### src/rtl/cpu_ctrl_pkg.sv
// Shared types and constants for the RV32I run/step/halt sequencer.
package cpu_ctrl_pkg;

    typedef enum logic [1:0] {
        IDLE = 2'd0,
        RUN  = 2'd1,
        STEP = 2'd2,
        HALT = 2'd3
    } run_state_t;

    localparam logic [31:0] INSN_SELF_JAL = 32'h0000006F;
    localparam logic [31:0] INSN_EBREAK   = 32'h00100073;

    // A self-jump or ebreak parks the core: it is detected but never committed.
    function automatic logic is_stop_insn(input logic [31:0] insn);
        return (insn == INSN_SELF_JAL) || (insn == INSN_EBREAK);
    endfunction

endpackage

### src/rtl/cpu_run_ctrl_if.sv
// Board-control / core-status bundle between the sequencer and its surroundings.
interface cpu_run_ctrl_if #(
    parameter int DATA_WIDTH = 32,
    parameter int CNT_WIDTH  = 32
);
    import cpu_ctrl_pkg::*;

    logic                  trigger;
    logic                  step;
    logic                  halt_req;
    logic [DATA_WIDTH-1:0] pc;
    logic [31:0]           instr;
    logic [CNT_WIDTH-1:0]  limit;
    logic                  cpu_en;
    run_state_t            state;
    logic                  halted;
    logic [DATA_WIDTH-1:0] halt_pc;
    logic [CNT_WIDTH-1:0]  instr_count;

    modport master (
        output trigger, step, halt_req, pc, instr, limit,
        input  cpu_en, state, halted, halt_pc, instr_count
    );

    modport slave (
        input  trigger, step, halt_req, pc, instr, limit,
        output cpu_en, state, halted, halt_pc, instr_count
    );

endinterface

### src/rtl/sync_edge.sv
// Two-flop synchroniser for an asynchronous control input, plus an edge flop.
module sync_edge (
    input  logic clk,
    input  logic rst,
    input  logic din,
    output logic level,
    output logic rise
);

    logic s1_q, s2_q, s3_q;

    always_ff @(posedge clk or negedge rst) begin
        if (!rst) begin
            s1_q <= 1'b0;
            s2_q <= 1'b0;
            s3_q <= 1'b0;
        end else begin
            s1_q <= din;
            s2_q <= s1_q;
            s3_q <= s2_q;
        end
    end

    assign level = s2_q;
    assign rise  = s2_q & ~s3_q;

endmodule

### src/rtl/cpu_run_ctrl.sv
// Run/step/halt sequencer: gates core commits via cpu_en and counts retired instructions.
module cpu_run_ctrl
    import cpu_ctrl_pkg::*;
#(
    parameter int DATA_WIDTH = 32,
    parameter int CNT_WIDTH  = 32
) (
    input  logic           clk,
    input  logic           rst,
    cpu_run_ctrl_if.slave  bus
);

    localparam logic [CNT_WIDTH-1:0] CNT_ONE = CNT_WIDTH'(1);

    logic [2:0] async_w;
    logic [2:0] level_w;
    logic [2:0] rise_w;

    assign async_w = {bus.halt_req, bus.step, bus.trigger};

    genvar gi;
    generate
        for (gi = 0; gi < 3; gi++) begin : g_sync
            sync_edge u_sync (
                .clk   (clk),
                .rst   (rst),
                .din   (async_w[gi]),
                .level (level_w[gi]),
                .rise  (rise_w[gi])
            );
        end
    endgenerate

    logic trig_rise, step_rise, halt_lvl;
    logic unused_sync;
    assign trig_rise   = rise_w[0];
    assign step_rise   = rise_w[1];
    assign halt_lvl    = level_w[2];
    assign unused_sync = ^{level_w[1:0], rise_w[2]};

    run_state_t            state_q, state_d;
    logic [CNT_WIDTH-1:0]  count_q, count_d;
    logic [DATA_WIDTH-1:0] halt_pc_q, halt_pc_d;
    logic [CNT_WIDTH-1:0]  cnt_plus1;
    logic                  stop_insn, limit_hit, cpu_en, clr_cnt;

    assign stop_insn = is_stop_insn(bus.instr);
    assign cnt_plus1 = count_q + CNT_ONE;
    // The +1 wraps to zero at saturation, so a nonzero limit can never match there.
    assign limit_hit = (bus.limit != '0) && (cnt_plus1 == bus.limit);
    assign cpu_en    = ((state_q == RUN) || (state_q == STEP)) && !stop_insn && !halt_lvl;

    always_comb begin
        state_d = state_q;
        clr_cnt = 1'b0;
        case (state_q)
            IDLE: begin
                if (trig_rise)      state_d = RUN;
                else if (step_rise) state_d = STEP;
            end
            RUN: begin
                if (halt_lvl)       state_d = IDLE;
                else if (stop_insn) state_d = HALT;
                else if (limit_hit) state_d = HALT;
            end
            STEP: begin
                if (halt_lvl)       state_d = IDLE;
                else if (stop_insn) state_d = HALT;
                else if (limit_hit) state_d = HALT;
                else                state_d = IDLE;
            end
            HALT: begin
                if (trig_rise) begin
                    state_d = IDLE;
                    clr_cnt = 1'b1;
                end
            end
            default: state_d = IDLE;
        endcase
    end

    always_comb begin
        count_d = count_q;
        if (clr_cnt)
            count_d = '0;
        else if (cpu_en && (count_q != '1))
            count_d = cnt_plus1;
    end

    assign halt_pc_d = ((state_d == HALT) && (state_q != HALT)) ? bus.pc : halt_pc_q;

    always_ff @(posedge clk or negedge rst) begin
        if (!rst) begin
            state_q   <= IDLE;
            count_q   <= '0;
            halt_pc_q <= '0;
        end else begin
            state_q   <= state_d;
            count_q   <= count_d;
            halt_pc_q <= halt_pc_d;
        end
    end

    assign bus.cpu_en      = cpu_en;
    assign bus.state       = state_q;
    assign bus.halted      = (state_q == HALT);
    assign bus.halt_pc     = halt_pc_q;
    assign bus.instr_count = count_q;

endmodule

### src/flat_wrapper.sv
// flat-port wrapper written by rule: the top's interface ports become plain ports
module cpu_run_ctrl_flat import cpu_ctrl_pkg::*;
#(
    parameter int DATA_WIDTH = 32,
    parameter int CNT_WIDTH  = 32
)
  (clk, rst, bus_trigger, bus_step, bus_halt_req, bus_pc, bus_instr, bus_limit, bus_cpu_en, bus_state, bus_halted, bus_halt_pc, bus_instr_count);
  cpu_run_ctrl_if #(.DATA_WIDTH(DATA_WIDTH), .CNT_WIDTH(CNT_WIDTH)) bus_i ();
  input  logic clk;
  input  logic rst;
  input wire logic [$bits(bus_i.trigger)-1:0] bus_trigger;
  input wire logic [$bits(bus_i.step)-1:0] bus_step;
  input wire logic [$bits(bus_i.halt_req)-1:0] bus_halt_req;
  input wire logic [$bits(bus_i.pc)-1:0] bus_pc;
  input wire logic [$bits(bus_i.instr)-1:0] bus_instr;
  input wire logic [$bits(bus_i.limit)-1:0] bus_limit;
  output wire logic [$bits(bus_i.cpu_en)-1:0] bus_cpu_en;
  output wire logic [$bits(bus_i.state)-1:0] bus_state;
  output wire logic [$bits(bus_i.halted)-1:0] bus_halted;
  output wire logic [$bits(bus_i.halt_pc)-1:0] bus_halt_pc;
  output wire logic [$bits(bus_i.instr_count)-1:0] bus_instr_count;
  assign bus_i.trigger = bus_trigger;
  assign bus_i.step = bus_step;
  assign bus_i.halt_req = bus_halt_req;
  assign bus_i.pc = bus_pc;
  assign bus_i.instr = bus_instr;
  assign bus_i.limit = bus_limit;
  assign bus_cpu_en = bus_i.cpu_en;
  assign bus_state = bus_i.state;
  assign bus_halted = bus_i.halted;
  assign bus_halt_pc = bus_i.halt_pc;
  assign bus_instr_count = bus_i.instr_count;
  cpu_run_ctrl #(.DATA_WIDTH(DATA_WIDTH), .CNT_WIDTH(CNT_WIDTH)) u_core (.clk(clk), .rst(rst), .bus(bus_i));
endmodule
### config.mk
export PLATFORM = sky130hd
export DESIGN_NAME = cpu_run_ctrl_flat
export DESIGN_NICKNAME = d
export VERILOG_FILES = /design/src/rtl/cpu_ctrl_pkg.sv /design/src/rtl/cpu_run_ctrl_if.sv /design/src/rtl/sync_edge.sv /design/src/rtl/cpu_run_ctrl.sv /design/src/flat_wrapper.sv
export SDC_FILE = /design/constraint.sdc
export NUM_CORES = 1
export LEC_CHECK = 0
export BUFFER_PORTS_ARGS = -buffer_cell sky130_fd_sc_hd__buf_2
export CORE_ASPECT_RATIO = 1.4
export CORE_MARGIN = 10
export CORE_UTILIZATION = 55
export DETAILED_ROUTE_END_ITERATION = 8
export PLACE_DENSITY = 0.95
export RECOVER_POWER = 100
export SLEW_MARGIN = 20
export SYNTH_ARGS = -nofsm -noshare
export SYNTH_HDL_FRONTEND = slang
export SYNTH_SLANG_ARGS = --single-unit
### constraint.sdc
create_clock -name clk -period 7.1 [get_ports clk]
set_clock_uncertainty 0.2 [all_clocks]
set_input_delay 0.71 -clock clk [delete_from_list [all_inputs] [get_ports clk]]
set_output_delay 0.71 -clock clk [all_outputs]
set_load 0.01 [all_outputs]
Word-level counts from Yosys, hierarchy flattened
Index checks and enable logic that the tools add are counted.
{ "totals": {"in_bits": 101, "mem_count": 0, "ramBits": 0, "elab_cells": 51, "reg_bits": 74, "latchBits": 0, "rom_bits": 0, "output_inout_bits": 68} }
{ "op_classes": {"n_div": 0, "n_addsub": 1, "shifts": 0, "n_eq_ne": 9, "reduce_logical": 12, "muxes": 14, "n_lt_le_gt_ge": 0, "bitwise": 4, "multipliers": 0} }
{ "op_table": {"columns": ["cell", "count"], "rows": [
  ["$mux 32", 2],
  ["$add 32x1->32 const B", 1],
  ["$eq 32x21->1 const B", 1],
  ["$eq 32x32->1", 1],
  ["$eq 32x7->1 const B", 1],
  ["$ne 32x32->1 const B", 1],
  ["$reduce_bool 32->1", 1],
  ["$mux 2", 9],
  ["$pmux 2 s4", 1],
  ["$eq 2x2->1 const B", 3],
  ["$logic_and 1x1->1", 5],
  ["$and 1x1->1", 2],
  ["$eq 2x1->1 const B", 1],
  ["$logic_not 1->1", 2],
  ["$logic_not 2->1", 1],
  ["$logic_or 1x1->1", 2],
  ["$mux 1", 2],
  ["$ne 2x2->1 const B", 1],
  ["$not 1->1", 2],
  ["$reduce_bool 2->1", 1]
]} }

Longest topological paths before layout
Gate-level depths: netlist of run 1.
{ "depth": {"ltp_word": 9, "depth_mapped": 12, "ltp_nobuf": 10} }

Hierarchy
From an unflattened synthesis of run 1, not the netlist that was laid out.
{ "unflattened": {"cells_unflattened": 531, "area_unflattened_um2": 5029.8} }
{ "by_module_without_submodules": {"columns": ["mod", "cells_each", "area_per_inst_um2", "n_inst", "seq_area_each_um2"], "rows": [
  ["cpu_run_ctrl", 519, 4763.3, 1, 1651.6],
  ["sync_edge", 4, 88.8, 3, 75.1]
]} }

Least setup slack after synthesis of run 1
OpenSTA, ideal clock, no wires.
{ "synth_timing": {"path_type": "input port to flip-flop", "startpoint": "in bus_limit[11]", "endpoint": "reg u_core.halt_pc_q[10], in the netlist u_core.bus.halt_pc[10]", "setup_ns": 0.125, "setup_slack_ns": 4.019, "cell_stages": 10, "arrival_time_ns": 2.756, "t_required_ns": 6.775, "path_buffers": 1, "path_cell_list": "xor2_1 xor2_1 or3b_2 nand4b_1 o2111ai_1 nor4_4 nand4_2 nand2_4 buf_12 mux2_4"} }
{ "synth_via": {"elab_chain_cells": 8, "word_cells_on_any_way": 12, "cone_classes": "eq/ne: 2; mux: 7; reduce/logical: 3"} }
{ "synth_rtl": {"columns": ["element", "line", "text"], "rows": [
  ["from (decl)", "flat_wrapper.sv:16", "input wire logic [$bits(bus_i.limit)-1:0] bus_limit;"],
  ["$eq 32x32->1 or $reduce_bool 32->1 (tied branches)", "cpu_run_ctrl.sv:50", "assign limit_hit = (bus.limit != '0) && (cnt_plus1 == bus.limit);"],
  ["$logic_and 1x1->1 (*)", "cpu_run_ctrl.sv:50", null],
  ["$mux 2, on equally long branches", "cpu_run_ctrl.sv:69, cpu_run_ctrl.sv:64", null],
  ["$mux 2, on equally long branches", "cpu_run_ctrl.sv:68, cpu_run_ctrl.sv:63", null],
  ["$mux 2, on equally long branches", "cpu_run_ctrl.sv:67, cpu_run_ctrl.sv:62", null],
  ["$pmux 2 s4 (*)", "cpu_run_ctrl.sv:56", "case (state_q)"],
  ["$eq 2x2->1 (*)", "cpu_run_ctrl.sv:90", "assign halt_pc_d = ((state_d == HALT) && (state_q != HALT)) ? bus.pc : halt_pc_q;"],
  ["$logic_and 1x1->1 (*)", "cpu_run_ctrl.sv:90", null],
  ["to (signal assigned)", "cpu_run_ctrl.sv:100", "halt_pc_q <= halt_pc_d;"],
  ["to (decl)", "cpu_run_ctrl.sv:43", "logic [DATA_WIDTH-1:0] halt_pc_q, halt_pc_d;"]
]} }
Every way passes the cells marked *; elsewhere a longest branch is shown, timed or not.
A chain may end at the register's enable or synchronous reset.

Final worst setup path of run 1
{ "layout_timing": {"startpoint": "reg u_core.count_q[8], in the netlist u_core.bus.instr_count[8]", "endpoint": "reg u_core.halt_pc_q[31], in the netlist u_core.bus.halt_pc[31]"} }
{ "layout_via": {"elab_chain_cells": 9, "word_cells_on_any_way": 12, "cone_classes": "add/sub: 1; eq/ne: 2; mux: 7; reduce/logical: 2"} }
{ "layout_rtl": {"columns": ["element", "line", "text"], "rows": [
  ["from (decl)", "cpu_run_ctrl.sv:42", "logic [CNT_WIDTH-1:0] count_q, count_d;"],
  ["from (signal assigned)", "cpu_run_ctrl.sv:99", "count_q <= count_d;"],
  ["$add 32x1->32 (*)", "cpu_run_ctrl.sv:48", "assign cnt_plus1 = count_q + CNT_ONE;"],
  ["$eq 32x32->1 (*)", "cpu_run_ctrl.sv:50", null],
  ["$logic_and 1x1->1 (*)", "cpu_run_ctrl.sv:50", null],
  ["$mux 2, on equally long branches", "cpu_run_ctrl.sv:69, cpu_run_ctrl.sv:64", null],
  ["$mux 2, on equally long branches", "cpu_run_ctrl.sv:68, cpu_run_ctrl.sv:63", null],
  ["$mux 2, on equally long branches", "cpu_run_ctrl.sv:67, cpu_run_ctrl.sv:62", null],
  ["$pmux 2 s4 (*)", "cpu_run_ctrl.sv:56", null],
  ["$eq 2x2->1 (*)", "cpu_run_ctrl.sv:90", null],
  ["$logic_and 1x1->1 (*)", "cpu_run_ctrl.sv:90", null]
]} }
Marks and branches as above.

==> results.yml, run 1 <==
pwr:
  power_density_nw_per_um2: 286
  leakage_nw: 2.46
  power.total_mw: 1.61
  max-vdd-ir-drop_mv: 0.245
floorplan:
  die-area_um2: 12800
  start_util_pct: 55.8
  ios: 169
  core_um2: 8510
  rows: 40
  die_h_um: 130
  fp.dieW_um: 98.5
routing:
  wl_mm: 15.0
  final_antenna_net_count: 0
  wl_per_cell_um: 20.4
  drcViolationCount: 0
  viasPerCell: 5.84
  drt_iter0_markers: 249
  vias: 4283
  dr.pass1.iters: 5
synth:
  postSynthCellCount: 465
  synth_cell_types: 59
  netlist.area_leader.share_pct: 39.0
  synth_ff_type: "dfrtp_1"
  synth_top_area_cell: "dfrtp_1"
  async_reset_ff_share_pct: 100
  synth_nets: 571
  synth_edf_count: 0
  synthTopCellsByCount: "dfrtp_1, nor2_1, xor2_1, xnor2_1, nand2_1"
  synthMostInstantiatedCell: "dfrtp_1"
  synth.avg_cell_area_um2: 10.2
  synthTopCellsByArea: "dfrtp_1, mux2_4, xor2_1, xnor2_1, nor2_1"
  syn-cell-area_um2: 4750
  yosysWarnings: 0
  synth-seq-cells: 74
  synth_seq_area_share_pct: 39.0
timing:
  relSlewSlack_pct: -163
  report.final.slew_viol_count: 75
  final_hold_viol_count: 0
  fin_crit_ns: 4.31
  fmax_mhz: 232
  setup_tns_ns: 0
  layout_setup_ws_ns: 2.79
  finalCritPeriodShare_pct: 60.7
  rsz0062_at_grt: "no"
  tightest_slew_ns: 3.94
  final-setup-viol-count: 0
final_layout:
  nFillCells: 752
  nNetsFinal: 729
  drive_gt1_share_pct: 22.3
  area_delta_synth_final_pct: 18.8
  diodes: 0
clock_network:
  hold_buffers: 0
  cts_resized: 0
  cts.sinks: 74
  cts_buffers: 9
  cts_tree: "yes"
  clk_path_buf_depth: 2
  cts_setup_buffers: 0
  htreeDepth: 3
  clock_latency_ns: 0.34
  clock-root-buffer: "clkbuf_16"
  clkTransAtPathRegs_ns: 0.06
critical_path:
  arrival_ns: 4.33
  cp-end-kind: "register"
  path_depth: 9
  cpPeakStageDelay_ns: 1.00
  cp_max_fo: 32
  path_cells: "nand4_4 > or3_4 > or4_4 > nor3_2 > o21ai_2 > nor4_1 > nand4_2 > nand2_1 > mux2_2"
  r2r_cells: 9
  path_buf_inv: 0
  critPathLaunchType: "register"
  required_ns: 7.12
  critPathTopFamily: "simple AND/OR/NAND/NOR gates"
  cp_slowest_cell: "nand2_1"
  critical_path_class: "register to register"
grt:
  grt_overflow: 0
  grt_usage_pct: 23.1
  grt_pass1_vias: 4663
  grt_max_degree: 75
  antenna_found_initial: 0
  grt_pass1_wl_mm: 24.0
run_status:
  violations: "max-capacitance violations, max-slew violations"
  status: "complete, but fails checks"
hold_path:
  hold_path_class: "register to register"
  hold_depth: 0
job:
  cap_viol_max_count: 1
placement:
  pre_cts_ws_ns: 3.28
  port_buffers: 168
  place_congestion: 0.972
  hpwlAfterDp_mm: 11.6
==> where the power goes <==
group          switching [mW]  internal (mW)
Sequential              0.101          0.539
Clock                   0.182          0.271
Combinational           0.298          0.222
Total                   0.581           1.03
==> kinds of logic after synthesis <==
logic type / Yosys count / synth area share (%)
XOR/XNOR: 79 / 14.6
multiplexers: 35 / 10.6
buffers and inverters: 31 / 4.30
AO/OA/AOI/OAI: 39 / 5.40
adder cells (fa/ha/maj): 5 / 1.32
AND/OR/NAND/NOR: 202 / 24.8
flip-flops: 74 / 39.0
==> metal layers <==
layer / vias up / track usage (%) / wire (um)
met4: 0 / 9.72 / 460
met5: - / 0 / 0
met2: 209 / 40.1 / 7540
li1: 1971 / - / -
met3: 38 / 8.47 / 1300
met1: 2065 / 24.7 / 5650
==> flip-flops by register name (all words and copies together), names as in the netlist <==
register and flops:
u_core.g_sync.u_sync.s1_q 3, u_core.bus.halt_pc 32, u_core.bus.state 2, u_core.g_sync.u_sync.level 3, u_core.bus.instr_count 32, u_core.g_sync.u_sync.s3_q 2
==> cells in the final DEF (no fill, tap or decap), types with 3 or more instances in the layout <==
cell type / count
buf_2: 100
dfrtp_1: 74
clkbuf_1: 69
nor2_1: 48
xor2_1: 43
xnor2_1: 36
nand2_1: 33
mux2_1: 28
nor4_1: 22
nand3_1: 15
nor3_1: 15
nand4_1: 14
a31oi_1: 10
a21oi_1: 9
and4_1: 9
clkbuf_16: 9
inv_1: 8
and3_1: 6
nor4b_1: 5
ha_1: 5
nand2b_1: 4
o21ai_0: 4
nor2b_1: 4
and2_1: 3
o21a_1: 3
mux2i_1: 3
or3_1: 3
clkinv_2: 3
==> final timing paths <==
path	from	end	slack, ns
min in group asynchronous	rst	u_core.bus.instr_count[9]	1.63
hold reg to reg	u_core.g_sync[0].u_sync.s1_q	u_core.g_sync[0].u_sync.level	0.15
max in group asynchronous	rst	u_core.bus.halt_pc[24]	2.82
hold / removal	u_core.g_sync[0].u_sync.s1_q	u_core.g_sync[0].u_sync.level	0.15
setup / recovery	u_core.bus.instr_count[8]	u_core.bus.halt_pc[31]	2.79
setup reg to reg	u_core.bus.instr_count[8]	u_core.bus.halt_pc[31]	2.79
==> layout make-up <==
cell class / count / area (um2) / area share (%)
multi-input combinational: 360 / 2570 / 45.5
sequential: 74 / 1850 / 32.8
timing repair buffer: 170 / 767 / 13.6
clock buffer: 9 / 225 / 3.99
tap: 105 / 131 / 2.33
clock inverter: 7 / 68.8 / 1.22
inverter: 8 / 30.0 / 0.532
==> through the flow <==
stage | cells | hold WS (ns) | utilization [%] | area (um2)
after floorplan | 465 | 0.131 | - | 4750
after global placement | 717 | 0.132 | 65.4 | 5560
after detailed placement | 717 | 0.140 | 65.4 | 5560
after CTS | 733 | 0.153 | 68.9 | 5860
after global routing | 733 | 0.156 | 66.3 | 5640
final | 733 | 0.151 | 66.3 | 5640
No activity file was read; power rests on OpenSTA's default activity.
==> run 2, diff against run 1 <==
--- a/config.mk
+++ b/config.mk
@@ -8,9 +8,9 @@
 export BUFFER_PORTS_ARGS = -buffer_cell sky130_fd_sc_hd__buf_2
 export CORE_ASPECT_RATIO = 1.4
 export CORE_MARGIN = 10
-export CORE_UTILIZATION = 55
+export CORE_UTILIZATION = 51
 export DETAILED_ROUTE_END_ITERATION = 8
-export PLACE_DENSITY = 0.95
+export PLACE_DENSITY = 0.94
 export RECOVER_POWER = 100
 export SLEW_MARGIN = 20
 export SYNTH_ARGS = -nofsm -noshare
==> constraint.sdc (replaced) <==
create_clock -name clk -period 4.5 [get_ports clk]
set_clock_uncertainty 0.2 [all_clocks]
set_input_delay 0.45 -clock clk [delete_from_list [all_inputs] [get_ports clk]]
set_output_delay 0.45 -clock clk [all_outputs]
set_load 0.01 [all_outputs]
==> run 2 against run 1 <==
- the flow still finishes with violations (max-capacitance violations, max-slew violations)
- sequential share of layout area decreased by 0.15 points
- utilization decreased by 3.9 points
- routed wire length increased by 0.11%
- largest cell class unchanged
- global-route usage decreased by 0.65 points
- first-iteration DRC count decreased by 14%
- highest routed layer unchanged
==> results.yml, run 2 (synthesis gave the netlist of run 1 again) <==
routing:
  viasPerCell: 5.76
  wl_per_cell_um: 20.4
  final_antenna_net_count: 0
  vias: 4231
  wl_mm: 15.0
  dr.pass1.iters: 5
  drt_iter0_markers: 214
  drcViolationCount: 0
pwr:
  clockPowerShare_pct: 28.5
  p_seq_share_pct: 39.4
  power_density_nw_per_um2: 455
  swShare_pct: 36.1
  p_int_mw: 1.65
  max-vdd-ir-drop_mv: 0.363
  total_switching_power_mw: 0.930
  leakage_nw: 2.47
  p_comb_share_pct: 32.1
final_layout:
  final_common_cell: "buf_2"
  nFillCells: 795
  drive_gt1_share_pct: 22.0
  fin_area_um2: 5670
  nNetsFinal: 729
  area_delta_synth_final_pct: 19.4
  diodes: 0
  final_cell_mix: "buf_2, dfrtp_1, clkbuf_1, nor2_1, xor2_1"
grt:
  grt_pass1_wl_mm: 24.2
  grt_max_degree: 39
  grt_pass1_vias: 4651
  grt_overflow: 0
  grt_usage_pct: 22.4
  antenna_found_initial: 0
job:
  cap_viol_max_count: 2
critical_path:
  cpPeakStageDelay_ns: 0.51
  rrSetupSlack_ns: 0.83
  critPathLaunchType: "register"
  arrival_ns: 3.68
  cp_slowest_cell: "nor2_1"
  path_cells: "ha_1 > nand3_1 > nor2_1 > xnor2_1 > a31oi_1 > o2111ai_1 > nor4_4 > nand4_1 > nand2_4 > mux2_1"
  reg2reg_from: "u_core.bus.instr_count[0]"
  cp_max_fo: 32
  critical_path_class: "register to register"
  reg2reg_to: "u_core.bus.halt_pc[10]"
  cp-end-kind: "register"
  r2r_cells: 10
  required_ns: 4.51
placement:
  port_buffers: 168
  place_congestion: 0.941
  postPlaceCellArea_um2: 5570
  hpwlAfterDp_mm: 11.9
hold_path:
  whs_endpoint: "u_core.g_sync[2].u_sync.s1_q"
  hold_start: "bus_halt_req"
  hold_depth: 1
  hold_path_class: "primary input to register"
timing:
  final-setup-viol-count: 0
  rsz0062_at_grt: "no"
  relSlewSlack_pct: -37.8
  tightest_slew_ns: 2.07
  finalCritPeriodShare_pct: 81.5
  fin_crit_ns: 3.67
  final_hold_viol_count: 0
  setup_tns_ns: 0
  report.final.slew_viol_count: 77
  fmax_mhz: 273
floorplan:
  core_um2: 9080
  ios: 169
  rows: 41
  start_util_pct: 52.3
  fp.dieW_um: 102
  die-area_um2: 13600
  die_h_um: 134
run_status:
  status: "complete, but fails checks"
  violations: "max-capacitance violations, max-slew violations"
clock_network:
  clock-root-buffer: "clkbuf_16"
  cts_resized: 0
  hold_buffers: 0
  clock_latency_ns: 0.34
  cts_buffers: 9
  cts.sinks: 74
  htreeDepth: 3
  clk_path_buf_depth: 2
  clkTransAtPathRegs_ns: 0.06
  cts_setup_buffers: 0
  cts_tree: "yes"
## run 2: cell types whose count changed in the layout (fill, tap and decap cells not counted), sizes merged
cell,previous run,this run
clkinv,3,2
clkbuf,78,81
buf,101,100
clkinvlp,2,0
inv,9,10
## run 2: power by group through the flow
stage	Combinational [mW]	Sequential (mW)	Clock, mW
final	0.827	1.02	0.735
after global routing	0.917	1.05	0.771
after CTS	1.02	1.02	0.743
after detailed placement	1.02	1.01	0
after global placement	0.972	1.00	0
after floorplan	0.603	1.06	0
## run 2: per-layer routing
metal  vias up  share of wire (%)  GRT usage [%]
li1       1971                  -              -
met1      2036                 38           24.7
met2       195                 51           38.9
met3        29                8.5           7.76
met4         0                2.1           7.42
met5         -                  0              0
## run 2: per-stage QoR
step | total power [mW] | setup WS [ns] | util [%] | hold WS (ns) | cells
global route | 2.73 | 0.265 | 62.4 | 0.0145 | 735
detailed placement | 2.03 | 0.819 | 61.3 | 0.136 | 719
global placement | 1.97 | 0.854 | 61.3 | 0.133 | 719
floorplan | 1.67 | 1.45 | - | -0.0456 | 465
finish | 2.58 | 0.833 | 62.4 | 0.0162 | 735
CTS | 2.79 | 0.785 | 64.7 | 0.0108 | 735
## run 2: how the worst max path moves through the flow
stage / end / from / cells after the start
5_1_grt: u_core.bus.instr_count[14] / rst / 2
6_report: u_core.bus.halt_pc[10] / u_core.bus.instr_count[0] / 10
2_1_floorplan: u_core.bus.halt_pc[10] / u_core.bus.instr_count[2] / 11
4_1_cts: u_core.bus.halt_pc[31] / u_core.bus.instr_count[0] / 10
3_3_place_gp: u_core.bus.halt_pc[0] / u_core.bus.instr_count[9] / 9
3_5_place_dp: u_core.bus.halt_pc[31] / u_core.bus.instr_count[9] / 9
## run 2: cell type report
type | instances | area, um2 | share of cell area (%)
clock buffers | 11 | 243 | 4.28
clock inverters | 5 | 61.3 | 1.08
inverters | 8 | 30.0 | 0.530
multi-input cells | 360 | 2580 | 45.6
flip-flops and latches | 74 | 1850 | 32.7
well taps | 107 | 134 | 2.36
repair buffers | 170 | 766 | 13.5
## run 2: worst max-delay path, delay by kind of cell (launching register included)
kind,cells,cell delay [ns]
flip-flops,1,0.50
AND/OR/NAND/NOR,5,1.59
multiplexers,1,0.39
adder cells (fa/ha/maj),1,0.28
XOR/XNOR,1,0.18
AO/OA/AOI/OAI,2,0.36
==> run 3, diff against run 2 <==
--- a/config.mk
+++ b/config.mk
@@ -5,12 +5,13 @@
 export SDC_FILE = /design/constraint.sdc
 export NUM_CORES = 1
 export LEC_CHECK = 0
+export ABC_AREA = 1
 export BUFFER_PORTS_ARGS = -buffer_cell sky130_fd_sc_hd__buf_2
 export CORE_ASPECT_RATIO = 1.4
 export CORE_MARGIN = 10
-export CORE_UTILIZATION = 51
+export CORE_UTILIZATION = 47
 export DETAILED_ROUTE_END_ITERATION = 8
-export PLACE_DENSITY = 0.94
+export PLACE_DENSITY = 0.9
 export RECOVER_POWER = 100
 export SLEW_MARGIN = 20
 export SYNTH_ARGS = -nofsm -noshare
==> constraint.sdc (replaced) <==
create_clock -name clk -period 3.2 [get_ports clk]
set_clock_uncertainty 0.2 [all_clocks]
set_input_delay 0.32 -clock clk [delete_from_list [all_inputs] [get_ports clk]]
set_output_delay 0.32 -clock clk [all_outputs]
set_load 0.01 [all_outputs]
==> run 3 against run 2 <==
- the flow finishes with violations (negative hold slack)
- critical path depth up 13
- count of clock-buffer cells in the layout is 1 lower
- die area rose by 14%
- worst hold slack worse by 0.019 ns
- combinational power grew to 2.6 times the previous value
- maximum frequency grew 15%
- global-route usage fell by 0.15 points
- via count up 48%
- synthesized cell count increased by 68%
- critical endpoint is now u_core.bus.halt_pc[6]
- largest power group is now combinational cells
==> results.yml, run 3 <==
run_status:
  status: "complete, but fails checks"
  violations: "negative hold slack"
critical_path:
  cp_slowest_cell: "dfrtp_1"
  path_cells: "ha_2 > nand2_4 > nor2_8 > nand2_4 > nor2_4 > nand2_2 > nand2_1 > nand2_1 > nand2_2 > nand2_1 > nor2_1 > nand2_1 > nor2_2 > nand3_1 > nand2_1 > nand2_1 > nand3_2 > nand2_4 > nor2_8 > buf_12 > buf_6 > nand3_1 > nand2_1"
  r2r_cells: 23
  critPathTopFamily: "simple AND/OR/NAND/NOR gates"
  path_buf_inv: 2
  path_depth: 23
  required_ns: 3.28
  arrival_ns: 3.28
  critical_path_class: "register to register"
  cp-end-kind: "register"
  cp_max_fo: 8
  critPathLaunchType: "register"
  cpPeakStageDelay_ns: 0.38
  critical_path.most_common_cell: "nand2_1"
placement:
  port_buffers: 168
  place_congestion: 0.999
  hpwlAfterDp_mm: 13.8
  placed_cells_incl_taps: 1093
  postPlaceCellArea_um2: 6200
routing:
  wl_mm: 19.9
  final_antenna_net_count: 0
  drt_iter0_markers: 417
  drcViolationCount: 0
  dr.pass1.iters: 4
  wl_per_cell_um: 17.5
  viasPerCell: 5.51
  vias: 6250
final_layout:
  final_common_cell: "nand2_1"
  area_delta_synth_final_pct: 38.6
  layout.cells.non_filler: 1135
  nNetsFinal: 1095
  drive_gt1_share_pct: 27.9
  final_cell_mix: "nand2_1, buf_2, nor2_1, nand3_1, inv_1"
  diodes: 0
  fin_area_um2: 7120
timing:
  tightest_slew_ns: 0.962
  rsz0062_at_grt: "yes"
  fin_crit_ns: 3.20
  relSlewSlack_pct: 35.8
  finalCritPeriodShare_pct: 100
  setup_tns_ns: 0
  report.final.slew_viol_count: 0
  fmax_mhz: 313
  final_hold_viol_count: 2
  final-setup-viol-count: 0
  worst_hold_slack_ns: -0.00232
clock_network:
  clock-root-buffer: "clkbuf_16"
  cts_tree: "yes"
  cts.sinks: 74
  cts_buffers: 9
  htreeDepth: 3
  clock_latency_ns: 0.35
  clk_path_buf_depth: 2
  clkTransAtPathRegs_ns: 0.07
synth:
  synth_cell_types: 34
  synthTopCellsByArea: "dfrtp_1, nand2_1, nand3_1, nor2_1, inv_1"
  synth_edf_count: 0
  synth_seq_area_share_pct: 36.0
  synthMostInstantiatedCell: "nand2_1"
  syn-cell-area_um2: 5140
  synth-seq-cells: 74
  async_reset_ff_share_pct: 100
  postSynthCellCount: 783
  synth_top_area_cell: "dfrtp_1"
  yosysWarnings: 0
  netlist.area_leader.share_pct: 36.0
  synth.avg_cell_area_um2: 6.56
  synth_ff_type: "dfrtp_1"
  synth_nets: 889
  synthTopCellsByCount: "nand2_1, nand3_1, nor2_1, inv_1, dfrtp_1"
floorplan:
  die_h_um: 144
  fp.dieW_um: 108
  rows: 45
  ios: 169
  die-area_um2: 15600
  core_um2: 10800
  start_util_pct: 47.8
pwr:
  leakage_nw: 3.53
  max-vdd-ir-drop_mv: 0.599
  power_density_nw_per_um2: 638
  clockPowerShare_pct: 23.0
  p_int_mw: 2.62
  p_seq_share_pct: 29.4
  power.total_mw: 4.54
  p_comb_share_pct: 47.6
  swShare_pct: 42.3
  total_switching_power_mw: 1.92
grt:
  antenna_found_initial: 0
  grt_usage_pct: 22.3
  gr-usage-met2_pct: 37.5
  grt_pass1_vias: 6017
  use_met3_pct: 7.22
  grt_overflow: 0
  grt_pass1_wl_mm: 28.0
  top_usage_layer: "met2"
  use_met1_pct: 23.3
  grt_max_degree: 75
job:
  cap_viol_max_count: 0
hold_path:
  hold_path_class: "primary input to register"
  hold_depth: 3
run 3: changes by cell type in the layout (fill, tap and decap cells not counted), moves of 28 or more:
cell     before  now
inv_1         8   81
mux2_1       28    0
nand2_1      32  251
nand2_2       0   31
nand3_1      15   84
nor2_1       48   88
xnor2_1      36    1
xor2_1       43    2
run 3: metal layers:
metal	wire length, um	up-vias
li1	-	2948
met1	6910	2871
met2	9990	345
met3	1870	86
met4	1110	0
met5	0	-
run 3: area by class of cell:
type	count	area, um2
Clock buffer	10	229
Sequential cell	74	1860
Inverter	85	319
Fill cell	941	3630
Clock inverter	6	66.3
Timing Repair Buffer	207	1230
Tap cell	141	176
Multi-Input combinational cell	612	3240
run 3: logic make-up after synthesis:
kind of cell,share of synthesized area [%]
simple gates,48.7
buf+inv,8.11
flops,36.0
compound gates,4.97
fa+ha+maj,1.22
xor+xnor,0.974
run 3: power by group through the flow:
stage          logic [mW]  clock network (mW)  registers (mW)
4_1_cts              1.63                1.03            1.30
3_3_place_gp         1.59                   0            1.31
3_5_place_dp         1.63                   0            1.31
6_report             2.16                1.05            1.33
2_1_floorplan       0.859                   0            1.41
5_1_grt              2.33                1.09            1.36
run 3: through the flow:
stage                     hold WS [ns]  worst slack [ns]  util (%)
after CTS                      0.00177            0.0171      60.8
after floorplan                 -0.176             0.418         -
after global placement           0.133             0.120      57.6
final                         -0.00232           0.00123      66.2
after global routing           0.00271            -0.207      66.2
after detailed placement         0.140            0.0317      57.6
run 3: worst paths after layout:
path / startpoint / endpoint / slack, ns
max: u_core.bus.instr_count[1] / u_core.bus.halt_pc[6] / 0.001
min: bus_pc[30] / u_core.bus.halt_pc[30] / -0.002
max reg2reg: u_core.bus.instr_count[1] / u_core.bus.halt_pc[6] / 0.001
min reg2reg: u_core.g_sync[0].u_sync.s1_q / u_core.g_sync[0].u_sync.level / 0.15
max in group asynchronous: rst / u_core.bus.instr_count[2] / 1.67
min in group asynchronous: rst / u_core.bus.instr_count[13] / 0.47
run 3: worst min-delay path, stage by stage:
cell     delay, ns
buf_2         0.08
nand3_1       0.06
nand2_1       0.06
run 3: what timing repair did:
item	CTS	global route
hold buffers	4	0
buffers inserted	0	14
hold endpoints to repair	77	0
endpoints found under the setup margin	0	33
resized for setup	0	100
